$ cat src/rtl/adder_pkg.sv
// Shared types for the serial adder/subtractor: the controller state encoding.
package adder_pkg;

  typedef enum logic [1:0] {
    IDLE = 2'd0,
    CALC = 2'd1,
    DONE = 2'd2
  } state_t;

endpackage

$ cat src/rtl/adder_chunk.sv
// Combinational ripple of CHUNK full-adder cells; also exposes the carry into
// the top cell so the caller can derive signed overflow.
module adder_chunk #(
  parameter int CHUNK = 4
) (
  input  logic [CHUNK-1:0] a,
  input  logic [CHUNK-1:0] b,
  input  logic             cin,
  output logic [CHUNK-1:0] sum,
  output logic             cout,
  output logic             c_msb
);

  logic ripple;

  // A scalar ripple variable avoids a self-referencing carry vector.
  always_comb begin
    sum    = '0;
    c_msb  = 1'b0;
    ripple = cin;
    for (int i = 0; i < CHUNK; i++) begin
      sum[i] = a[i] ^ b[i] ^ ripple;
      if (i == CHUNK - 1) c_msb = ripple;
      ripple = (a[i] & b[i]) | (ripple & (a[i] ^ b[i]));
    end
    cout = ripple;
  end

endmodule

$ cat src/rtl/adder_serial_nbit.sv
// Multi-cycle WIDTH-bit adder/subtractor processing CHUNK bits per clock with a
// start/busy/done handshake; results hold until the next completion.
module adder_serial_nbit
  import adder_pkg::*;
#(
  parameter int WIDTH = 16,
  parameter int CHUNK = 4
) (
  input  logic             clk,
  input  logic             rst,
  input  logic             start,
  input  logic [WIDTH-1:0] a,
  input  logic [WIDTH-1:0] b,
  input  logic             carry_in,
  input  logic             sub,
  output logic [WIDTH-1:0] sum,
  output logic             carry_out,
  output logic             overflow,
  output logic             busy,
  output logic             done
);

  localparam int NCHUNK = WIDTH / CHUNK;
  localparam int CW     = (NCHUNK > 1) ? $clog2(NCHUNK) : 1;

  if (CHUNK < 1 || (WIDTH % CHUNK) != 0) begin : g_bad_params
    $error("adder_serial_nbit: WIDTH (%0d) must be a positive multiple of CHUNK (%0d)", WIDTH, CHUNK);
  end

  state_t            state, state_next;
  logic [CW-1:0]     count;
  logic [WIDTH-1:0]  op_a, op_b, work, work_next;
  logic              carry;
  logic [CHUNK-1:0]  a_slice, b_slice, chunk_sum;
  logic              chunk_cout, chunk_cmsb;
  logic              accept, last;

  adder_chunk #(.CHUNK(CHUNK)) u_chunk (
    .a     (a_slice),
    .b     (b_slice),
    .cin   (carry),
    .sum   (chunk_sum),
    .cout  (chunk_cout),
    .c_msb (chunk_cmsb)
  );

  always_comb begin
    accept    = start && (state == IDLE || state == DONE);
    last      = (state == CALC) && (count == CW'(NCHUNK - 1));
    a_slice   = op_a[int'(count) * CHUNK +: CHUNK];
    b_slice   = op_b[int'(count) * CHUNK +: CHUNK];
    work_next = work;
    work_next[int'(count) * CHUNK +: CHUNK] = chunk_sum;
  end

  always_comb begin
    state_next = state;
    busy       = (state == CALC);
    done       = (state == DONE);
    case (state)
      IDLE:    if (accept) state_next = CALC;
      CALC:    if (last) state_next = DONE;
      DONE:    state_next = accept ? CALC : IDLE;
      default: state_next = IDLE;
    endcase
  end

  always_ff @(posedge clk) begin
    if (rst) state <= IDLE;
    else     state <= state_next;
  end

  // Subtraction is folded in at capture time: invert B and force the carry in.
  always_ff @(posedge clk) begin
    if (rst) begin
      op_a      <= '0;
      op_b      <= '0;
      work      <= '0;
      carry     <= 1'b0;
      count     <= '0;
      sum       <= '0;
      carry_out <= 1'b0;
      overflow  <= 1'b0;
    end else if (accept) begin
      op_a  <= a;
      op_b  <= b ^ {WIDTH{sub}};
      carry <= sub ? 1'b1 : carry_in;
      count <= '0;
      work  <= '0;
    end else if (state == CALC) begin
      work  <= work_next;
      carry <= chunk_cout;
      count <= count + 1'b1;
      if (last) begin
        sum       <= work_next;
        carry_out <= chunk_cout;
        overflow  <= chunk_cout ^ chunk_cmsb;
      end
    end
  end

  always @(posedge clk) begin
    assert (!$isunknown(rst)) else $error("adder_serial_nbit: rst is X/Z");
    if (rst == 1'b0 && (state == IDLE || state == DONE)) begin
      assert (!$isunknown(start)) else $error("adder_serial_nbit: start is X/Z when sampled");
      if (start == 1'b1) begin
        assert (!$isunknown({sub, carry_in})) else $error("adder_serial_nbit: sub/carry_in X/Z on accept");
      end
    end
  end

endmodule

$ cat config.mk
export PLATFORM = sky130hd
export DESIGN_NAME = adder_serial_nbit
export DESIGN_NICKNAME = d
export VERILOG_FILES = /design/src/rtl/adder_pkg.sv /design/src/rtl/adder_chunk.sv /design/src/rtl/adder_serial_nbit.sv
export SDC_FILE = /design/constraint.sdc
export NUM_CORES = 1
export LEC_CHECK = 0
export BUFFER_PORTS_ARGS = -buffer_cell sky130_fd_sc_hd__buf_4
export CAP_MARGIN = 20
export CORE_ASPECT_RATIO = 1.2
export CORE_MARGIN = 2
export CORE_UTILIZATION = 60
export DETAILED_ROUTE_END_ITERATION = 7
export GPL_ROUTABILITY_DRIVEN = 0
export PLACE_DENSITY_LB_ADDON = 0.05
export SETUP_SLACK_MARGIN = 0.15
export SYNTH_ARGS = -nofsm -noshare
export SYNTH_HDL_FRONTEND = slang
export SYNTH_HIERARCHICAL = 1
export SYNTH_SLANG_ARGS = --single-unit
export TNS_END_PERCENT = 20
$ cat constraint.sdc
create_clock -name clk -period 9.8 [get_ports clk]
set_input_delay 0.98 -clock clk [delete_from_list [all_inputs] [get_ports clk]]
set_output_delay 0.98 -clock clk [all_outputs]
set_load 0.02 [all_outputs]
### Word level (Yosys, flattened, before mapping)

Index checks and enable logic that the tools add are counted.
Widths: inputs -> output; s select.

* multiplexer cells: 8
* shifts and indexed selects: 4
* equality and inequality tests: 5
* add/subtract/negate cells: 2
* bitwise logic cells: 23
* reduce and logical (&&, ||, !) cells: 8

Operator list (number)
* $neg 4->33: 1
* $shift 4x33->16 const A: 1
* $shiftx 4x33->16: 1
* $shiftx 16x5->4: 2
* $bwmux 16: 1
* $xor 16x16->16: 1
* $xor 1x1->1: 9
* $and 1x1->1: 8
* $pmux 2 s3: 1
* $eq 2x2->1 const B: 2
* $mux 1: 4
* $mux 2: 2
* $or 1x1->1: 4
* $reduce_and 3->1: 1
* $add 2x1->2 const B: 1
* $eq 2x1->1 const B: 1
* $logic_and 1x1->1: 2
* $logic_not 2->1: 1
* $ne 2x1->1 const B: 1
* $ne 2x2->1 const B: 1
* $reduce_and 2->1: 1
* $reduce_bool 2->1: 1
* $reduce_or 2->1: 1
* $logic_or 1x1->1: 1
* $not 1->1: 1

* flip-flop bits (word level): 71

### Depth between registers and ports, before layout

* depth in word-level cells: 12
* mapped depth: 11
* gate-level depth less buffers: 9

### Cells and area by module

The synthesis kept the hierarchy.

Modules (own cells, without submodules)
* adder_serial_nbit: area each 3288.2 sq um, instances 1, cells each 336, seq. area each 1421.4 sq um
* adder_chunk: area each 110.1 sq um, instances 1, cells each 12, seq. area each 0.0 sq um

### Worst setup path before layout

No wires, ideal clock.

* path kind: register to register
* from: reg count[0]
* to: reg sum[3]
* stages on the path, launching flop included: 12
* library setup time: 0.125 ns
* path slack: 6.724 ns
* required time: 9.675 ns
* buffers on the path: 2
* clock period less this slack: 3.076 ns
* data arrival time: 2.952 ns
* path through: dfxtp_1 buf_4 mux4_2 fa_1 inv_1 fa_1 fa_1 inv_1 fa_1 buf_2 a221oi_1 nor3_1

* cells in the longest elaborated chain, start to end: 11

Ends and longest elaborated chain
* start: declaration: RTL line adder_serial_nbit.sv:31 `logic [CW-1:0] count;`
* start signal: assignment: RTL line adder_serial_nbit.sv:93 `count <= count + 1'b1;`
* $shiftx 16x5->4 (*): RTL line adder_serial_nbit.sv:50 `a_slice = op_a[int'(count) * CHUNK +: CHUNK];`
* via a_slice[0]: RTL line adder_serial_nbit.sv:34 `logic [CHUNK-1:0] a_slice, b_slice, chunk_sum;`
* $xor 1x1->1: RTL line adder_chunk.sv:24 `ripple = (a[i] & b[i]) | (ripple & (a[i] ^ b[i]));`
* $and 1x1->1: RTL line adder_chunk.sv:24
* $or 1x1->1 (*): RTL line adder_chunk.sv:24
* $and 1x1->1 (*): RTL line adder_chunk.sv:24
* $or 1x1->1 (*): RTL line adder_chunk.sv:24
* $and 1x1->1 (*): RTL line adder_chunk.sv:24
* $or 1x1->1 (*): RTL line adder_chunk.sv:24
* via chunk_cmsb: RTL line adder_serial_nbit.sv:35 `logic chunk_cout, chunk_cmsb;`
* $xor 1x1->1 (*): RTL line adder_chunk.sv:22 `sum[i] = a[i] ^ b[i] ^ ripple;`
* via chunk_sum[3]: RTL line adder_serial_nbit.sv:34
* $shiftx 4x33->16 (*): RTL line adder_serial_nbit.sv:53 `work_next[int'(count) * CHUNK +: CHUNK] = chunk_sum;`
* $bwmux 16 (*): RTL line adder_serial_nbit.sv:53
* end signal: assignment: RTL line adder_serial_nbit.sv:95 `sum <= work_next;`
* end: declaration: RTL line adder_serial_nbit.sv:16 `output logic [WIDTH-1:0] sum,`

The timed path passes the listed nets; every way through them passes the cells marked *.
A chain may end at the register's enable or synchronous reset.

### Final worst setup path

* from: reg count[1]
* to: reg sum[15]

Same word-level chain as after synthesis.

==> qor.csv <==
stage,metric,value,unit
final_layout,fin area,3900,um2
power,Peak VDD IR,0.113,mV
logic_synthesis,post-synthesis register bit count,71,
route,DR WL/cell,14.3,um
logic_synthesis,asr flop ratio synth,0,%
flow_run,Max Cap Viol,0,
logic_synthesis,Mapped Avg Cell Area,9.77,um2
logic_synthesis,synth top area cells,"dfxtp_1, mux4_2, xnor2_1, nor2_1, nand2_1",
clock_network,Post-CTS Resized,0,
sta,Slew Limit Fails,0,
route,Antenna Nets Post-Route,0,
floorplanning,die area,6280,um2
sta,Final Hold Fails,0,
route,drc violations,0,
logic_synthesis,top cell type's share of synthesized area,41.8,%
worst_setup_path,slack of the worst reg-to-reg path,6630,ps
logic_synthesis,Gate Count Post-Synth,348,
clock_network,H-tree depth,3,
place,hpwl dp,4.44,mm
sta,Final TNS setup,0,ps
final_layout,FF/Latch Area,1420,um2
floorplanning,I/O pins,57,
final_layout,final core occ,70.3,%
sta,Max Clock Freq,316,MHz
grt,initial antenna violation count,0,
grt,first-pass GRT wire length,11.3,mm
final_layout,share of layout cells above drive strength 1,22.9,%
sta,clk_skew,9.02,ps
floorplanning,site row count,30,
floorplanning,Die Ht,86.4,um
logic_synthesis,Post-Syn Area,3400,um2
grt,largest net degree at the start of global routing,61,
route,total number of vias,2596,
clock_network,TritonCTS Buffers,9,
clock_network,CTS root buf,clkbuf_8,
grt,grt ovf,0,
worst_setup_path,worst-path maximum fanout,13,
sta,Fin Hold WS,457,ps
power,Leakage,1.55,nW
sta,Relative slew margins,48.8,%
clock_network,Hold Buf Count CTS,0,
logic_synthesis,Yosys warnings,6,
worst_setup_path,crit path kind,register to register,
logic_synthesis,"Top FF cell, synth",dfxtp_1,
sta,Final Cycle Share,32.3,%
floorplanning,core box area,5560,um2
sta,min Tclk post-route,3170,ps
route,Via density,5.68,
logic_synthesis,post-synth top area cell,dfxtp_1,
logic_synthesis,syn_nets,395,
grt,Total GRT Usage,23.1,%
logic_synthesis,synth unique cells,35,
route,"wirelength, routed",6.54,mm
floorplanning,initial core utilization,61.2,%
worst_setup_path,startpoint types,register,
sta,Tightest Pin Transition,765,ps
place,port buffer count,56,
final_layout,area grow syn2layout,14.9,%
final_layout,Layout Nets,436,
power,Cell Pwr Density,162,nW/um2
clock_network,CTS Buffer Depth,2,
grt,vias in the first global route,2503,
worst_setup_path,Crit. End Element,register,
final_layout,# diodes,0,
floorplanning,overall die width,72.7,um
sta,RSZ-0062 raised after global routing,no,
clock_network,clock slew seen by the registers of the worst setup and hold paths,70,ps
logic_synthesis,register area share after synthesis,41.8,%
final_layout,fin cells,457,
worst_setup_path,critical path data required time,10000,ps
final_layout,multi-input logic area,1720,um2
clock_network,latest clock arrival within the worst-skew pair,340,ps
clock_network,post-CTS setup buffers,0,
route,DRT iter0 DRCs,132,
logic_synthesis,Post-synth EDFFs,0,
place,"Cell Area, Placed",3700,um2
clock_network,CTS tree,yes,
sta,endpoints failing setup,0,
worst_setup_path,critical path arrival,3370,ps
route,first-pass iteration count of the detailed router,4,
clock_network,CTS sink count,71,
run_status,outcome,"complete, no violations",
final_layout,Filler cells,487,
place,placed insts,441,
min_path,HP Class,register to register,
## cells in the final DEF (no fill, tap or decap), types with 3 or more instances in the layout
master,instances
fa_1,4
a21oi_1,18
a221oi_1,4
a211oi_1,17
buf_4,58
nand2_1,35
nor2_1,41
nand2b_1,5
clkbuf_8,11
clkinv_2,3
a311oi_1,12
and3b_1,6
ha_1,6
a32o_1,12
inv_1,12
dfxtp_1,71
xnor2_1,18
a32oi_1,4
nor4_4,3
nor3_1,20
nor2b_1,13
mux4_2,8
## worst max-delay path, stage by stage, from the launching register on
cell and delay (ps):
dfxtp_1 640, mux4_2 320, fa_1 170, inv_1 50
fa_1 390, fa_1 370, inv_1 100, fa_1 560
a311oi_1 330, nor3_1 80
## synth_stat cells (3+ instances only)
library cell,instances
a211oi_1,17
a21oi_1,18
a221oi_1,4
a311oi_1,12
a32o_1,12
a32oi_1,4
and3b_1,6
buf_2,13
buf_4,7
buf_6,6
dfxtp_1,71
fa_1,4
ha_1,6
inv_1,12
mux4_2,8
nand2_1,35
nand2b_1,5
nor2_1,41
nor2b_1,13
nor3_1,20
nor4_4,3
xnor2_1,18
## routing by layer
metal  global-route usage (%)  routed length (um)  up-vias
li1                         -                   -     1316
met1                     28.4                2820     1201
met2                     39.6                3320       70
met3                     5.35                 317        9
met4                     7.91                  91        0
met5                        0                   0        -
## final cells by class
type	count	area share (%)
well taps	64	2.05
flip-flops and latches	71	36.4
multi-input cells	236	44.1
repair buffers	59	11.3
clock buffers	11	3.88
inverters	12	1.15
clock inverters	4	1.15
## cell families (layout without fill, tap and decap cells)
kind of cell / count (synthesis) / in the layout / share of synthesized area [%]
AO/OA/AOI/OAI: 68 / 68 / 15.5
XOR/XNOR: 18 / 18 / 4.64
adder cells (fa/ha/maj): 10 / 10 / 4.57
buffers and inverters: 41 / 86 / 7.55
flip-flops: 71 / 71 / 41.8
multiplexers: 9 / 9 / 5.60
AND/OR/NAND/NOR: 131 / 131 / 20.3
## where the power goes
group	leakage (nW)	internal, mW	switching [mW]	total [mW]
clock network	0.105	0.129	0.103	0.232
registers	0.579	0.300	0.00792	0.308
logic	0.862	0.0384	0.0533	0.0917
total	1.55	0.468	0.164	0.632
## flip-flops by register name, indices dropped and copies added, names as in the netlist
signal     cells
carry          1
count          2
sum           16
carry_out      1
op_b          16
op_a          16
overflow       1
state          2
work          16
## stage by stage
stage | total power, mW | setup WS (ps)
floorplan | 0.385 | 6720
global placement | 0.404 | 6730
detailed placement | 0.406 | 6610
CTS | 0.636 | 6620
global route | 0.659 | 6390
finish | 0.632 | 6630
## path summary, 6_finish.rpt
path                         start              endpoint  cells after the start
max          count[1]$_SDFFE_PP0P_  sum[15]$_SDFFE_PP0P_                      9
max reg2reg  count[1]$_SDFFE_PP0P_  sum[15]$_SDFFE_PP0P_                      9
min           work[7]$_SDFFE_PP0P_  work[7]$_SDFFE_PP0P_                      1
min reg2reg   work[7]$_SDFFE_PP0P_  work[7]$_SDFFE_PP0P_                      1
(Power assumes the default switching activity.)
